===== config.mk =====
export PLATFORM = sky130hd
export DESIGN_NAME = ghost_controller_flat
export DESIGN_NICKNAME = d
export VERILOG_FILES = /design/src/rtl/ghost_controller_if.sv /design/src/rtl/ghost_controller.sv /design/src/flat_wrapper.sv
export SDC_FILE = /design/constraint.sdc
export NUM_CORES = 1
export LEC_CHECK = 0
export ABC_AREA = 0
export ABC_CLOCK_PERIOD_IN_PS = 6500
export CAP_MARGIN = 10
export CORE_MARGIN = 1.5
export CORE_UTILIZATION = 35
export DETAILED_ROUTE_END_ITERATION = 10
export PLACE_DENSITY = 0.67
export SYNTH_ARGS = -nofsm -noshare
export SYNTH_HDL_FRONTEND = slang
export SYNTH_SLANG_ARGS = --single-unit

===== constraint.sdc =====
create_clock -name clk_clk -period 6.5 [get_ports clk_clk]
set_input_delay 1.3 -clock clk_clk [delete_from_list [all_inputs] [get_ports clk_clk]]
set_output_delay 1.3 -clock clk_clk [all_outputs]
set_load 0.01 [all_outputs]

===== src/rtl/ghost_controller_if.sv =====
// Ghost controller bus: SoC PIO words, Pac-Man position, wall ROM port and
// ghost tile outputs toward the sprite renderer.
interface ghost_controller_if;
    logic        frame_tick;
    logic [15:0] ghost_direction;
    logic [4:0]  pac_x;
    logic [4:0]  pac_y;
    logic [9:0]  wall_addr;
    logic        wall_data;
    logic [19:0] ghost_x;
    logic [19:0] ghost_y;
    logic [15:0] ghost_status;

    // Environment side: SoC, Pac-Man logic and the wall ROM
    modport master (
        output frame_tick, ghost_direction, pac_x, pac_y, wall_data,
        input  wall_addr, ghost_x, ghost_y, ghost_status
    );

    // Controller side
    modport slave (
        input  frame_tick, ghost_direction, pac_x, pac_y, wall_data,
        output wall_addr, ghost_x, ghost_y, ghost_status
    );
endinterface


===== src/rtl/ghost_controller.sv =====
// Ghost movement engine: once per frame, steps four ghosts one tile each,
// checking the wall ROM, wrapping through the tunnel and flagging collisions
// with Pac-Man. Results are returned through a status word.
module ghost_controller #(
    parameter int GRID_W = 28,
    parameter int GRID_H = 31,
    parameter int HOME_X = 12,
    parameter int HOME_Y = 14
) (
    input  logic               clk_clk,
    input  logic               reset_reset_n,
    ghost_controller_if.slave  bus
);

    localparam logic [4:0] X_MAX = 5'(GRID_W - 1);
    localparam logic [4:0] Y_MAX = 5'(GRID_H - 1);

    typedef enum logic [2:0] {IDLE, ISSUE, EVAL, COLLIDE, PUBLISH} state_t;

    state_t      state;
    state_t      state_nx;
    logic [1:0]  g;
    logic [11:0] dir_q;
    logic [4:0]  pos_x [4];
    logic [4:0]  pos_y [4];
    logic [3:0]  blocked;
    logic [3:0]  collide;
    logic [3:0]  frame_cnt;
    logic        overrun;
    logic [15:0] status_q;

    logic [3:0]  enable;
    logic [1:0]  dir_g;
    logic [4:0]  cur_x;
    logic [4:0]  cur_y;
    logic [4:0]  tgt_x;
    logic [4:0]  tgt_y;
    logic        legal;

    assign enable = dir_q[11:8];
    assign dir_g  = dir_q[{g, 1'b0} +: 2];
    assign cur_x  = pos_x[g];
    assign cur_y  = pos_y[g];

    // Target tile of ghost g; an illegal vertical move leaves the target on the current tile
    always_comb begin
        tgt_x = cur_x;
        tgt_y = cur_y;
        legal = 1'b1;
        case (dir_g)
            2'b00: begin
                if (cur_y == 5'd0) legal = 1'b0;
                else               tgt_y = cur_y - 5'd1;
            end
            2'b01: begin
                if (cur_y == Y_MAX) legal = 1'b0;
                else                tgt_y = cur_y + 5'd1;
            end
            2'b10: begin
                if (cur_x == 5'd0) tgt_x = X_MAX;
                else               tgt_x = cur_x - 5'd1;
            end
            default: begin
                if (cur_x == X_MAX) tgt_x = 5'd0;
                else                tgt_x = cur_x + 5'd1;
            end
        endcase
    end

    // Wall ROM address is only meaningful while a ghost is being evaluated
    assign bus.wall_addr = (state == ISSUE || state == EVAL) ? {tgt_y, tgt_x} : 10'd0;

    // Busy is live; everything else in the status word is the last published value
    assign bus.ghost_status = {status_q[15:9], (state != IDLE), status_q[7:0]};

    // Pack ghost coordinates into the renderer buses
    always_comb begin
        bus.ghost_x = '0;
        bus.ghost_y = '0;
        for (int i = 0; i < 4; i++) begin
            bus.ghost_x[5*i +: 5] = pos_x[i];
            bus.ghost_y[5*i +: 5] = pos_y[i];
        end
    end

    // Next-state logic for the per-frame update sequence
    always_comb begin
        state_nx = state;
        case (state)
            IDLE:    if (bus.frame_tick) state_nx = ISSUE;
            ISSUE:   state_nx = EVAL;
            EVAL:    state_nx = (g == 2'd3) ? COLLIDE : ISSUE;
            COLLIDE: state_nx = PUBLISH;
            PUBLISH: state_nx = IDLE;
            default: state_nx = IDLE;
        endcase
    end

    // State register
    always_ff @(posedge clk_clk or negedge reset_reset_n) begin
        if (!reset_reset_n) state <= IDLE;
        else                state <= state_nx;
    end

    // Ghost index and direction latch; direction is captured only on an accepted tick
    always_ff @(posedge clk_clk or negedge reset_reset_n) begin
        if (!reset_reset_n) begin
            g     <= 2'd0;
            dir_q <= 12'd0;
        end else if (state == IDLE && bus.frame_tick) begin
            g     <= 2'd0;
            dir_q <= bus.ghost_direction[11:0];
        end else if (state == EVAL && g != 2'd3) begin
            g <= g + 2'd1;
        end
    end

    // Ghost positions and blocked flags, updated in EVAL once wall data is valid
    always_ff @(posedge clk_clk or negedge reset_reset_n) begin
        if (!reset_reset_n) begin
            for (int i = 0; i < 4; i++) begin
                pos_x[i] <= 5'(HOME_X + i);
                pos_y[i] <= 5'(HOME_Y);
            end
            blocked <= 4'd0;
        end else if (state == EVAL) begin
            if (enable[g]) begin
                if (legal && !bus.wall_data) begin
                    pos_x[g]   <= tgt_x;
                    pos_y[g]   <= tgt_y;
                    blocked[g] <= 1'b0;
                end else begin
                    blocked[g] <= 1'b1;
                end
            end else begin
                blocked[g] <= 1'b0;
            end
        end
    end

    // Collision test against the freshly updated positions
    always_ff @(posedge clk_clk or negedge reset_reset_n) begin
        if (!reset_reset_n) begin
            collide <= 4'd0;
        end else if (state == COLLIDE) begin
            for (int i = 0; i < 4; i++)
                collide[i] <= enable[i] && (pos_x[i] == bus.pac_x) && (pos_y[i] == bus.pac_y);
        end
    end

    // Overrun capture, frame counter and status publish; a tick during PUBLISH carries to the next frame
    always_ff @(posedge clk_clk or negedge reset_reset_n) begin
        if (!reset_reset_n) begin
            overrun   <= 1'b0;
            frame_cnt <= 4'd0;
            status_q  <= 16'd0;
        end else if (state == PUBLISH) begin
            status_q  <= {frame_cnt + 4'd1, 2'b00, overrun, 1'b0, collide, blocked};
            frame_cnt <= frame_cnt + 4'd1;
            overrun   <= bus.frame_tick;
        end else if (state != IDLE && bus.frame_tick) begin
            overrun <= 1'b1;
        end
    end

endmodule


===== src/flat_wrapper.sv =====
// flat-port wrapper written by rule: the top's interface ports become plain ports
module ghost_controller_flat 
#(
    parameter int GRID_W = 28,
    parameter int GRID_H = 31,
    parameter int HOME_X = 12,
    parameter int HOME_Y = 14
)
  (clk_clk, reset_reset_n, bus_frame_tick, bus_ghost_direction, bus_pac_x, bus_pac_y, bus_wall_data, bus_wall_addr, bus_ghost_x, bus_ghost_y, bus_ghost_status);
  ghost_controller_if bus_i ();
  input  logic clk_clk;
  input  logic reset_reset_n;
  input wire logic [$bits(bus_i.frame_tick)-1:0] bus_frame_tick;
  input wire logic [$bits(bus_i.ghost_direction)-1:0] bus_ghost_direction;
  input wire logic [$bits(bus_i.pac_x)-1:0] bus_pac_x;
  input wire logic [$bits(bus_i.pac_y)-1:0] bus_pac_y;
  input wire logic [$bits(bus_i.wall_data)-1:0] bus_wall_data;
  output wire logic [$bits(bus_i.wall_addr)-1:0] bus_wall_addr;
  output wire logic [$bits(bus_i.ghost_x)-1:0] bus_ghost_x;
  output wire logic [$bits(bus_i.ghost_y)-1:0] bus_ghost_y;
  output wire logic [$bits(bus_i.ghost_status)-1:0] bus_ghost_status;
  assign bus_i.frame_tick = bus_frame_tick;
  assign bus_i.ghost_direction = bus_ghost_direction;
  assign bus_i.pac_x = bus_pac_x;
  assign bus_i.pac_y = bus_pac_y;
  assign bus_i.wall_data = bus_wall_data;
  assign bus_wall_addr = bus_i.wall_addr;
  assign bus_ghost_x = bus_i.ghost_x;
  assign bus_ghost_y = bus_i.ghost_y;
  assign bus_ghost_status = bus_i.ghost_status;
  ghost_controller #(.GRID_W(GRID_W), .GRID_H(GRID_H), .HOME_X(HOME_X), .HOME_Y(HOME_Y)) u_core (.clk_clk(clk_clk), .reset_reset_n(reset_reset_n), .bus(bus_i));
endmodule

# Yosys cells after proc, flatten, opt, wreduce, memory -nomap -nowiden
# Cells that the tools add are included.
[op_classes]
shift = 1
n_eq_ne = 19
n_bitwise = 4
n_addsub = 6
n_reduce_logical = 25
n_mux = 33
magnitude_cmp = 4
[ops]
columns = ["cell", "n"]
rows = [
  ["$mux W5", 9],
  ["$bwmux W20", 2],
  ["$eq A5 B5 Y1", 8],
  ["$bmux W5 S2", 2],
  ["$pmux W5 S2", 2],
  ["$logic_and A1 B1 Y1", 14],
  ["$pmux W3 S4", 1],
  ["$shiftx A12 B4 Y2", 1],
  ["$add A5 B1 Y5 const B", 2],
  ["$demux W5 S2", 1],
  ["$eq A5 B5 Y1 const B", 2],
  ["$logic_not A5 Y1", 2],
  ["$mux W10", 1],
  ["$sub A5 B1 Y5 const B", 2],
  ["$mux W4", 2],
  ["$eq A3 B2 Y1 const B", 2],
  ["$mux W1", 6],
  ["$mux W2", 3],
  ["$add A4 B1 Y4 const B", 1],
  ["$and A4 B4 Y4", 1],
  ["$eq A2 B2 Y1 const B", 2],
  ["$ne A2 B2 Y1 const B", 2],
  ["$not A4 Y4", 1],
  ["$or A4 B4 Y4", 1],
  ["21 further kinds", 22],
]
[word_totals]
out_inout_bits = 66
reg_bits = 83
input_bits = 30

# Logic depth before layout (Yosys ltp)
[depth]
depth_word = 10
depth_mapped = 10

# Least setup slack after synthesis
# OpenSTA, ideal clock, no wires.
[synth_path]
path_type = "register to output"
start = "register u_core.g[0]"
end = "output bus_wall_addr[0]"
arrival_ns = 2.742
stages_incl_launch_ff = 11
slack_ns = 2.458
cell_sequence = "dfrtp_1 > buf_4 > buf_4 > mux4_2 > inv_1 > ha_1 > inv_1 > or3_1 > o311a_1 > a21oi_1 > nor2b_1"
[synth_via]
elab_chain_cells = 8
word_cells_on_any_way = 17
cone_classes = "add/sub (2); eq/ne (3); shift (1); mux (7); bitwise (1); reduce/logical (3)"
[synth_rtl]
columns = ["item", "line", "source"]
rows = [
  ["start: declaration", "ghost_controller.sv:22", "logic [1:0] g;"],
  ["start signal: assignment", "ghost_controller.sv:114", "g <= g + 2'd1;"],
  ["$not A2 Y3 (not written as such)", "ghost_controller.sv:42", "assign cur_x = pos_x[g];"],
  ["$bmux W5 S2", "ghost_controller.sv:42", ""],
  ["$mux W5 (not written as such) (2 in series)", "ghost_controller.sv:42", ""],
  ["$add A5 B1 Y5, or another cell as far along", "ghost_controller.sv:65", "else tgt_x = cur_x + 5'd1;"],
  ["$mux W5, on equally long branches", "ghost_controller.sv:64, ghost_controller.sv:60", ""],
  ["$pmux W5 S2 (*)", "ghost_controller.sv:50", "case (dir_g)"],
  ["$mux W10 (*)", "ghost_controller.sv:71", "assign bus.wall_addr = (state == ISSUE || state == EVAL) ? {tgt_y, tgt_x} : 10'd0;"],
  ["end: declaration", "flat_wrapper.sv:18", "output wire logic [$bits(bus_i.wall_addr)-1:0] bus_wall_addr;"],
]
# Every way passes the cells marked *; elsewhere a longest branch is shown, timed or not. The select of a mux whose other input is x is not followed.

# Worst setup path after layout
[layout_path]
start = "register u_core.g[0]"
end = "output bus_wall_addr[6]"
[layout_via]
elab_chain_cells = 8
word_cells_on_any_way = 15
cone_classes = "add/sub (2); eq/ne (2); shift (1); mux (7); bitwise (1); reduce/logical (2)"
[layout_rtl]
columns = ["item", "line", "source"]
rows = [
  ["$not A2 Y3 (not written as such)", "ghost_controller.sv:43", "assign cur_y = pos_y[g];"],
  ["$bmux W5 S2", "ghost_controller.sv:43", ""],
  ["$mux W5 (not written as such) (2 in series)", "ghost_controller.sv:43", ""],
  ["$add A5 B1 Y5, or another cell as far along", "ghost_controller.sv:57", "else tgt_y = cur_y + 5'd1;"],
  ["$mux W5, on equally long branches", "ghost_controller.sv:56, ghost_controller.sv:52", ""],
  ["$pmux W5 S2 (*)", "ghost_controller.sv:50", ""],
  ["$mux W10 (*)", "ghost_controller.sv:71", ""],
]
# Marked as above.

==> implementation parameters <==
Parameter                              Value

Placed design
  Final weighted congestion in routability-driven placement    0.923
  Number of input and output port buffers inserted    89
  Total half-perimeter wirelength after legalization and detailed placement    9540 µm
  Cell area after placement    5710 µm²
  Instance count after placement with tap cells included    655
  Pre-CTS setup slack    1.41 ns

GRT
  Wire length of the first global-routing pass    20300 µm
  Via count of the first global-routing pass    3654
  Initial antenna violation count    0
  Largest net degree at the start of global routing    80
  Total GRT Usage    18.8%
  Remaining global-route overflow    0

Synthesis
  Number of synthesized flops with an enable pin    0
  Proportion of register bits with asynchronous set or reset after synthesis    100%
  Most used flip-flop cell after synthesis    sky130_fd_sc_hd__dfrtp_1
  Leading cell types by total area after synthesis    sky130_fd_sc_hd__dfrtp_1, sky130_fd_sc_hd__dfstp_2, sky130_fd_sc_hd__mux2_2
  Cell area after synthesis    4700 µm²
  Count of unique library cells instantiated by Yosys    57
  Area leader, netlist    sky130_fd_sc_hd__dfrtp_1
  Part of the Yosys area used for sequential elements    42.7%
  Count of synthesis-stage warnings from yosys    0
  Number of instances in the synthesized netlist    415
  Mean area per synthesized cell    11.3 µm²
  Count of state elements after synthesis    79
  Area share of the largest cell type after synthesis    29.3%

Clock tree
  TritonCTS clock tree    done
  CTS Root Cell    sky130_fd_sc_hd__clkbuf_16
  TritonCTS Buffers    9
  Clock sink count    79
  Buffer count from post-CTS setup fixing    0
  Clk Latency, worst-skew pair    0.34 ns
  Number of H-tree levels    3
  Post-CTS Resized    0
  Clock tree buffer depth    2
  Hold bufs inserted after CTS    0
  Clock edge transition at the registers on the reported setup and hold paths    0.06 ns

STA
  Hold slack    0.479 ns
  Post-Route Setup TNS    0 ns
  Setup Viol. Count Final    0
  Worst clock skew    0.00844 ns
  Worst slew slack as a fraction of its limit    24.2%
  Period utilisation layout    83.5%
  Actual slew at the worst max-slew pin    1.13 ns
  Final Hold Viols    0
  Fmax    0.184 GHz
  Final number of max-transition violations    0
  Final critical delay including setup and external delays    5.43 ns
  PnR worst setup slack    1.07 ns
  Setup repair after global routing missed its margin    false

Status
  Status    finished clean

Power
  Sequential Power Share    30.0%
  Power per standard cell area    488 nW/µm²
  Clock network fraction of design power    19.5%
  Net Sw Frac    40.0%
  Proportion of power drawn by combinational gates    50.6%
  Leak pwr    2.30 nW
  Max VDD drop    185 µV
  Int Pwr    1.77 mW
  Power spent charging and discharging nets    1.18 mW

Floorplanning
  Row count    42
  Area of the core region    13200 µm²
  Io pins    96
  Total die area    14100 µm²
  Die Span X    119 µm
  Vertical die dimension    119 µm
  Starting Density    35.6%

Finish
  Share of cells above drive strength 1    23.6%
  Number of nets at the end of the flow    530
  Number of cells in the finished layout apart from fillers    671
  Area growth from synthesis to layout    28.6%
  Area of all placed cells without fillers    6050 µm²
  N_diodes    0

Critical path
  CP Class    flop to output port
  Endpoint type of the worst setup path    output port
  Worst Path Arrival    4.13 ns
  Critical path cell sequence    mux4_2, inv_1, ha_1, nand2_1, o22a_1, o41ai_1, a221o_1, nor2b_1, clkdlybuf4s50_1
  Required time worst endpoint    5.20 ns
  Critical Path Slowest Stage Cell    sky130_fd_sc_hd__dfrtp_1
  Setup crit start kind    flop
  Peak per-stage delay on the critical path    0.91 ns
  Maximum fanout along the worst path    13

Drt
  Routed via count divided by cell count    5.43
  Final antenna-violating net count    0
  Routed length per instance    19.0 µm
  Wire length reported by the detailed router    12800 µm
  Drt first pass iters    4
  DRC violations left    0
  Vias after detailed routing    3641
  Number of design-rule violations left by the first detailed-router iteration    218

Hold path
  Kind of path behind the tightest hold check    flop to flop

Job
  Max-cap violations    0
==> path summary, 6_finish.rpt <==
path                                         from  cells past startpoint                    end  slack (ns)
worst max-delay path                  u_core.g[0]                      9       bus_wall_addr[6]        1.07
worst min-delay path            u_core.collide[2]                      2      u_core.collide[2]        0.48
worst max register to register        u_core.g[0]                      8  u_core.bus.ghost_x[4]        2.50
worst min register to register  u_core.collide[2]                      2      u_core.collide[2]        0.48
max in group asynchronous           reset_reset_n                      1  u_core.bus.ghost_x[0]        4.72
min in group asynchronous           reset_reset_n                      1        u_core.state[1]        1.12
==> routing by layer <==
layer	global-route usage, %	vias to the layer above	part of all wire [%]
li1	-	1684	-
met1	24.4	1795	44
met2	29.7	136	46
met3	4.93	26	6.5
met4	7.83	0	3.1
met5	0	-	0
==> Yosys cell counts, types with 4 or more instances <==
master / count
sky130_fd_sc_hd__a21oi_1: 7
sky130_fd_sc_hd__a31oi_1: 8
sky130_fd_sc_hd__a41oi_1: 4
sky130_fd_sc_hd__buf_1: 4
sky130_fd_sc_hd__buf_4: 4
sky130_fd_sc_hd__clkbuf_1: 17
sky130_fd_sc_hd__dfrtp_1: 55
sky130_fd_sc_hd__dfstp_2: 24
sky130_fd_sc_hd__ha_1: 10
sky130_fd_sc_hd__inv_1: 16
sky130_fd_sc_hd__mux2_2: 52
sky130_fd_sc_hd__mux4_2: 13
sky130_fd_sc_hd__nand2_1: 19
sky130_fd_sc_hd__nand2b_1: 5
sky130_fd_sc_hd__nand4_1: 16
sky130_fd_sc_hd__nor2_1: 11
sky130_fd_sc_hd__nor2b_1: 8
sky130_fd_sc_hd__nor3_1: 4
sky130_fd_sc_hd__nor3_2: 4
sky130_fd_sc_hd__nor4_1: 4
sky130_fd_sc_hd__o21ai_0: 11
sky130_fd_sc_hd__o31ai_1: 17
sky130_fd_sc_hd__or3_1: 7
sky130_fd_sc_hd__xnor2_1: 45
==> sequential cells by signal (all words and copies together), names as in the netlist, 2 cells and up, named ones only <==
signal	flops
u_core.bus.ghost_y	20
u_core.collide	4
u_core.frame_cnt	4
u_core.dir_q	12
u_core.g	2
u_core.status_q	9
u_core.bus.ghost_x	20
u_core.state	3
==> power groups by stage <==
| stage | logic (mW) | clock network (mW) | registers [mW] |
|---|---|---|---|
| detailed placement | 1.48 | 0 | 0.894 |
| global route | 1.62 | 0.605 | 0.915 |
| CTS | 1.49 | 0.585 | 0.887 |
| finish | 1.49 | 0.574 | 0.885 |
| floorplan | 0.969 | 0 | 0.843 |
| global placement | 1.46 | 0 | 0.886 |
==> area by class of cell <==
class                   instances  area [µm²]
well taps                     176         220
clock buffers                  10         229
clock inverters                 6         109
flip-flops and latches         79        2010
repair buffers                 91         903
fillers                      1197        7140
inverters                      16        60.1
multi-input cells             293        2520
==> cell usage in the layout, fill, tap and decap left out, types with 11 or more instances in the layout <==
cell type                         count
sky130_fd_sc_hd__clkdlybuf4s50_1     88
sky130_fd_sc_hd__xnor2_1             45
sky130_fd_sc_hd__dfstp_2             24
sky130_fd_sc_hd__dfrtp_1             55
sky130_fd_sc_hd__nand2_1             19
sky130_fd_sc_hd__mux4_2              13
sky130_fd_sc_hd__nor2_1              11
sky130_fd_sc_hd__nand4_1             16
sky130_fd_sc_hd__o21ai_0             11
sky130_fd_sc_hd__mux2_2              52
sky130_fd_sc_hd__o31ai_1             17
sky130_fd_sc_hd__inv_1               16
==> worst max-delay path: cells and delay by family (launching register included) <==
family	cells	cell delay (ns)
compound gates	3	1.02
fa+ha+maj	1	0.19
buf+inv	2	0.65
flops	1	0.91
mux	1	0.73
simple gates	2	0.27
==> kinds of logic (layout without fill, tap and decap cells) <==
family          after synthesis  in the layout  share of synthesized area [%]
buf+inv                      44            123                           3.91
fa+ha+maj                    10             10                           2.66
other cells                   1              2                         0.0798
simple gates                 94             94                           11.7
xor+xnor                     46             46                           8.57
flops                        79             79                           42.7
mux                          68             68                           19.3
compound gates               73             73                           11.1
==> per-stage QoR <==
step	power, mW	utilization, %
final	2.95	45.9
after detailed placement	2.38	43.3
after floorplan	1.81	-
after CTS	2.96	45.9
after global routing	3.14	45.9
after global placement	2.35	43.3
No activity file was read; power rests on OpenSTA's default activity.
